--- src/rtl/cnt_interval_arb_if.sv ---
`default_nettype none
// ============================================================================
// Module   : cnt_interval_arb_if
// Brief    : Request/grant/done bundle between two counter clients and the
//            shared interval counter arbiter.
// Revision : 1.0 - initial release
// ============================================================================
interface cnt_interval_arb_if #(
    parameter int CNT_W = 6
);
    logic             req0;
    logic [CNT_W-1:0] len0;
    logic             req1;
    logic [CNT_W-1:0] len1;
    logic             hold;
    logic             gnt0;
    logic             gnt1;
    logic             done0;
    logic             done1;
    logic             busy;
    logic [CNT_W-1:0] cnt;

    // Requesting side: drives requests, lengths and the global pause.
    modport master (
        output req0, len0, req1, len1, hold,
        input  gnt0, gnt1, done0, done1, busy, cnt
    );

    // Arbiter side.
    modport slave (
        input  req0, len0, req1, len1, hold,
        output gnt0, gnt1, done0, done1, busy, cnt
    );
endinterface
`default_nettype wire

--- src/rtl/cnt_interval_arb.sv ---
`default_nettype none
// ============================================================================
// Module   : cnt_interval_arb
// Brief    : Round-robin arbiter sharing one interval counter between two
//            requesters, with global hold and one-cycle done pulse.
// Revision : 1.0 - initial release
// ============================================================================
module cnt_interval_arb #(
    parameter int CNT_W = 6
) (
    input  wire                    clk,
    input  wire                    reset,
    cnt_interval_arb_if.slave      bus
);

    localparam logic [1:0] C_IDLE = 2'd0;
    localparam logic [1:0] C_RUN  = 2'd1;
    localparam logic [1:0] C_DONE = 2'd2;

    logic [1:0]       r_state;
    logic             r_owner;
    logic             r_last;
    logic [CNT_W-1:0] r_tgt;
    logic [CNT_W-1:0] r_cnt;

    logic [1:0]       w_state_nxt;
    logic             w_owner_nxt;
    logic             w_last_nxt;
    logic [CNT_W-1:0] w_tgt_nxt;
    logic [CNT_W-1:0] w_cnt_nxt;

    logic             w_win0;
    logic             w_win1;
    logic             w_own_req;
    logic [CNT_W-1:0] w_cnt_inc;

    // On a tie the requester that did not win last time gets the counter.
    assign w_win0    = bus.req0 && (!bus.req1 || r_last);
    assign w_win1    = bus.req1 && !w_win0;
    assign w_own_req = r_owner ? bus.req1 : bus.req0;
    assign w_cnt_inc = r_cnt + {{(CNT_W-1){1'b0}}, 1'b1};

    always_ff @(posedge clk or posedge reset) begin
        if (reset) begin
            r_state <= C_IDLE;
            r_owner <= 1'b0;
            r_last  <= 1'b1;
            r_tgt   <= '0;
            r_cnt   <= '0;
        end else begin
            r_state <= w_state_nxt;
            r_owner <= w_owner_nxt;
            r_last  <= w_last_nxt;
            r_tgt   <= w_tgt_nxt;
            r_cnt   <= w_cnt_nxt;
        end
    end

    always_comb begin
        w_state_nxt = r_state;
        w_owner_nxt = r_owner;
        w_last_nxt  = r_last;
        w_tgt_nxt   = r_tgt;
        w_cnt_nxt   = r_cnt;
        case (r_state)
            C_IDLE: begin
                if (w_win0 || w_win1) begin
                    w_state_nxt = C_RUN;
                    w_owner_nxt = w_win1;
                    w_last_nxt  = w_win1;
                    w_tgt_nxt   = w_win1 ? bus.len1 : bus.len0;
                    w_cnt_nxt   = '0;
                end
            end
            C_RUN: begin
                // An owner dropping its request aborts even while paused.
                if (!w_own_req) begin
                    w_state_nxt = C_IDLE;
                end else if (!bus.hold) begin
                    w_cnt_nxt = w_cnt_inc;
                    if (w_cnt_inc == r_tgt) begin
                        w_state_nxt = C_DONE;
                    end
                end
            end
            C_DONE: begin
                w_state_nxt = C_IDLE;
            end
            default: begin
                w_state_nxt = C_IDLE;
            end
        endcase
    end

    assign bus.busy  = (r_state != C_IDLE);
    assign bus.gnt0  = (r_state != C_IDLE) && !r_owner;
    assign bus.gnt1  = (r_state != C_IDLE) &&  r_owner;
    assign bus.done0 = (r_state == C_DONE) && !r_owner;
    assign bus.done1 = (r_state == C_DONE) &&  r_owner;
    assign bus.cnt   = r_cnt;

endmodule
`default_nettype wire

--- src/flat_wrapper.sv ---
// flat-port wrapper written by rule: the top's interface ports become plain ports
module cnt_interval_arb_flat 
#(
    parameter int CNT_W = 6
)
  (clk, reset, bus_req0, bus_len0, bus_req1, bus_len1, bus_hold, bus_gnt0, bus_gnt1, bus_done0, bus_done1, bus_busy, bus_cnt);
  cnt_interval_arb_if #(.CNT_W(CNT_W)) bus_i ();
  input  wire clk;
  input  wire reset;
  input wire logic [$bits(bus_i.req0)-1:0] bus_req0;
  input wire logic [$bits(bus_i.len0)-1:0] bus_len0;
  input wire logic [$bits(bus_i.req1)-1:0] bus_req1;
  input wire logic [$bits(bus_i.len1)-1:0] bus_len1;
  input wire logic [$bits(bus_i.hold)-1:0] bus_hold;
  output wire logic [$bits(bus_i.gnt0)-1:0] bus_gnt0;
  output wire logic [$bits(bus_i.gnt1)-1:0] bus_gnt1;
  output wire logic [$bits(bus_i.done0)-1:0] bus_done0;
  output wire logic [$bits(bus_i.done1)-1:0] bus_done1;
  output wire logic [$bits(bus_i.busy)-1:0] bus_busy;
  output wire logic [$bits(bus_i.cnt)-1:0] bus_cnt;
  assign bus_i.req0 = bus_req0;
  assign bus_i.len0 = bus_len0;
  assign bus_i.req1 = bus_req1;
  assign bus_i.len1 = bus_len1;
  assign bus_i.hold = bus_hold;
  assign bus_gnt0 = bus_i.gnt0;
  assign bus_gnt1 = bus_i.gnt1;
  assign bus_done0 = bus_i.done0;
  assign bus_done1 = bus_i.done1;
  assign bus_busy = bus_i.busy;
  assign bus_cnt = bus_i.cnt;
  cnt_interval_arb #(.CNT_W(CNT_W)) u_core (.clk(clk), .reset(reset), .bus(bus_i));
endmodule
--- config.mk ---
export PLATFORM = sky130hd
export DESIGN_NAME = cnt_interval_arb_flat
export DESIGN_NICKNAME = d
export VERILOG_FILES = /design/src/rtl/cnt_interval_arb_if.sv /design/src/rtl/cnt_interval_arb.sv /design/src/flat_wrapper.sv
export SDC_FILE = /design/constraint.sdc
export NUM_CORES = 1
export LEC_CHECK = 0
export CAP_MARGIN = 20
export CORE_MARGIN = 4
export CORE_UTILIZATION = 45
export DETAILED_ROUTE_END_ITERATION = 16
export PLACE_DENSITY = 0.81
export SKIP_CTS_REPAIR_TIMING = 1
export SYNTH_ARGS = -nofsm -noshare
export SYNTH_HDL_FRONTEND = slang
export SYNTH_SLANG_ARGS = --single-unit
--- constraint.sdc ---
create_clock -name clk -period 1.9 [get_ports clk]
set_clock_uncertainty 0.05 [all_clocks]
set_input_delay 0.38 -clock clk [delete_from_list [all_inputs] [get_ports clk]]
set_output_delay 0.38 -clock clk [all_outputs]
set_load 0.01 [all_outputs]
==> qor.yml <==
drive_above_1_share_pct: 14.9
die_w_um: 53.1
syn_area_per_cell_um2: 9.65
synth_compound_area_share_pct: 12.7
slowest_delay_ns: 0.55
final_util_pct: 69.3
synth_top_family_by_area: "simple AND/OR/NAND/NOR gates"
coreArea_um2: 1940
syn_nets: 113
finalSetupTns_ns: 0
cp_cell_sequence: "buf_4, clkdlybuf4s50_1"
num_antenna_cells: 0
ys_ff_latch: 16
avgViaCountPerCell: 5.33
hold_slack_ns: 0.419
hold_violations: 0
synth.distinct_cells: 30
dr.pass1.iters: 4
wl_um: 2160
grt_max_degree: 17
drcViolationCount: 0
netlist_area_um2: 917
track_usage_pct: 17.9
grt_pass1_wl_um: 3710
p_leak_nw: 0.649
period_minus_slack_ns: 1.85
synth_xor_area_share_pct: 10.5
dp_cells: 157
critical_path.max_fanout: 6
cts_tree: "yes"
r2r-start: "u_core.bus.cnt[1]"
synth-adder-area-share_pct: 1.36
numCtsBuffers: 3
path_clk_slew_ns: 0.10
finalPower_mw: 1.69
dp_hpwl_um: 1720
ys_warn_count: 0
synth_seq_area_share_pct: 43.8
rows: 16
power.density_nw_per_um2: 1250
io_pins: 28
crit_path_start: "u_core.bus.cnt[0]"
required_ns: 1.47
rsz0062_at_grt: "yes"
die_h_um: 53.1
first_global_vias: 891
finalCritPeriodShare_pct: 97.4
drt_iter0_drc: 10
cp_slowest_cell: "clkdlybuf4s50_1"
ant_nets: 0
tightest_slew_ns: 0.618
slew_headroom_pct: 58.7
cts_buffer_depth: 2
cp.arrival_ns: 1.42
io_buffers: 27
drt-wirelength-per-cell_um: 13.4
vias: 858
nets: 153
path_class: "flip-flop to primary output"
min_path_type: "input pin to asynchronous set/reset pin"
status: "finished clean"
insertion_delay_ns: 0.29
ir_drop_v: 0.000705
place_congestion: 0.848
end_kind: "primary output"
synthMuxAreaShare_pct: 10.4
dieArea_um2: 2820
max_freq_ghz: 0.540
gr-total-overflow: 0
cap_violations: 0
instances_no_fill: 161
start_util_pct: 47.2
crit_path_start_kind: "flip-flop"
synthSimpleGateAreaFrac_pct: 18.0
drv_slew: 0
root_buffer: "clkbuf_4"
area_growth_pct: 46.7
htreeDepth: 1
syn_inst: 95
cts_sinks: 16
antenna_found_initial: 0
finalSetupViolations: 0
## sequential cells by signal (all words and copies together), names as in the netlist
register	flops
u_core.bus.cnt	6
u_core.r_last	1
u_core.r_owner	1
u_core.r_state	2
u_core.r_tgt	6
## Yosys cell counts
master	number	area (um2)
a21boi_1	1	7.51
a21o_1	2	15.0
a21oi_1	2	10.0
a22o_1	1	8.76
a31oi_1	1	6.26
and2_1	1	6.26
and3_1	1	6.26
buf_6	1	11.3
clkbuf_1	1	3.75
dfrtp_1	15	375
dfstp_2	1	26.3
ha_1	1	12.5
inv_1	4	15.0
mux2_4	1	15.0
mux2i_1	8	80.1
nand2_1	7	26.3
nand2b_1	1	6.26
nand3_1	6	30.0
nand4_1	2	12.5
nor2_1	5	18.8
nor2b_1	1	6.26
nor3_1	5	25.0
nor3b_1	2	15.0
nor4_1	1	6.26
o21ai_0	10	50.1
o311a_1	1	10.0
o32ai_1	1	8.76
or3_1	1	6.26
xnor2_1	7	61.3
xor2_1	4	35.0
## cells in the final DEF (no fill, tap or decap), types with 2 or more instances in the layout
cell and count:
nand4_1 2, a21o_1 2, inv_1 4, nand2_1 7, clkbuf_4 3, dlymetal6s2s_1 4
o21ai_0 10, dfrtp_2 2, dfrtp_1 13, xor2_1 4, nor3_1 4, clkdlybuf4s50_1 23
a21oi_1 2, xnor2_1 7, buf_4 10, nor3b_1 2, mux2i_1 8, nand3_1 6
nor2_1 4
## metrics by stage
step	instance area (um2)	worst slack, ns
6_report	1350	0.0495
5_1_grt	1350	-0.0134
4_1_cts	1310	-0.148
3_5_place_dp	1280	-0.116
3_3_place_gp	1280	-0.0697
2_1_floorplan	917	0.195
## routing by layer
metal  GRT usage, %  up-vias  wire [um]
met3           3.38        4        128
met5              0        -          0
met4           6.38        0         24
li1               -      419          -
met1           20.8      406        902
met2           32.2       29       1100
## cells by family (layout without fill, tap and decap cells)
logic type      Yosys count  after routing
xor+xnor                 11             11
fa+ha+maj                 1              1
simple gates             33             33
mux                       9              9
buf+inv                   6             45
compound gates           19             19
flops                    16             16
## power by group
part / switching, mW / leakage, nW / internal, mW
Clock: 0.112 / 0.0150 / 0.0816
Combinational: 0.395 / 0.435 / 0.467
Sequential: 0.152 / 0.199 / 0.478
## area by class of cell
cell class                      instances  area [um2]
Clock buffer                            4        26.3
Fill cell                             163         597
Inverter                                4        15.0
Multi-Input combinational cell         73         510
Sequential cell                        16         404
Tap cell                               27        33.8
Timing Repair Buffer                   37         355
## worst max-delay path, delay by kind of cell (launching register included)
family	cells	cell delay, ns
buffers and inverters	2	0.72
DFF	1	0.41
## path summary, 6_finish.rpt
path | to | slack [ns] | depth (start not counted)
max in group asynchronous | u_core.r_state[0] | 0.94 | 2
min in group clk | u_core.r_tgt[0] | 0.46 | 2
worst min register to register | u_core.r_tgt[0] | 0.46 | 2
worst max register to register | u_core.r_state[0] | 0.22 | 5
worst min-delay path | u_core.r_tgt[3] | 0.42 | 2
worst max-delay path | bus_cnt[0] | 0.05 | 2
Note: power is estimated with default switching activity, not from simulation.
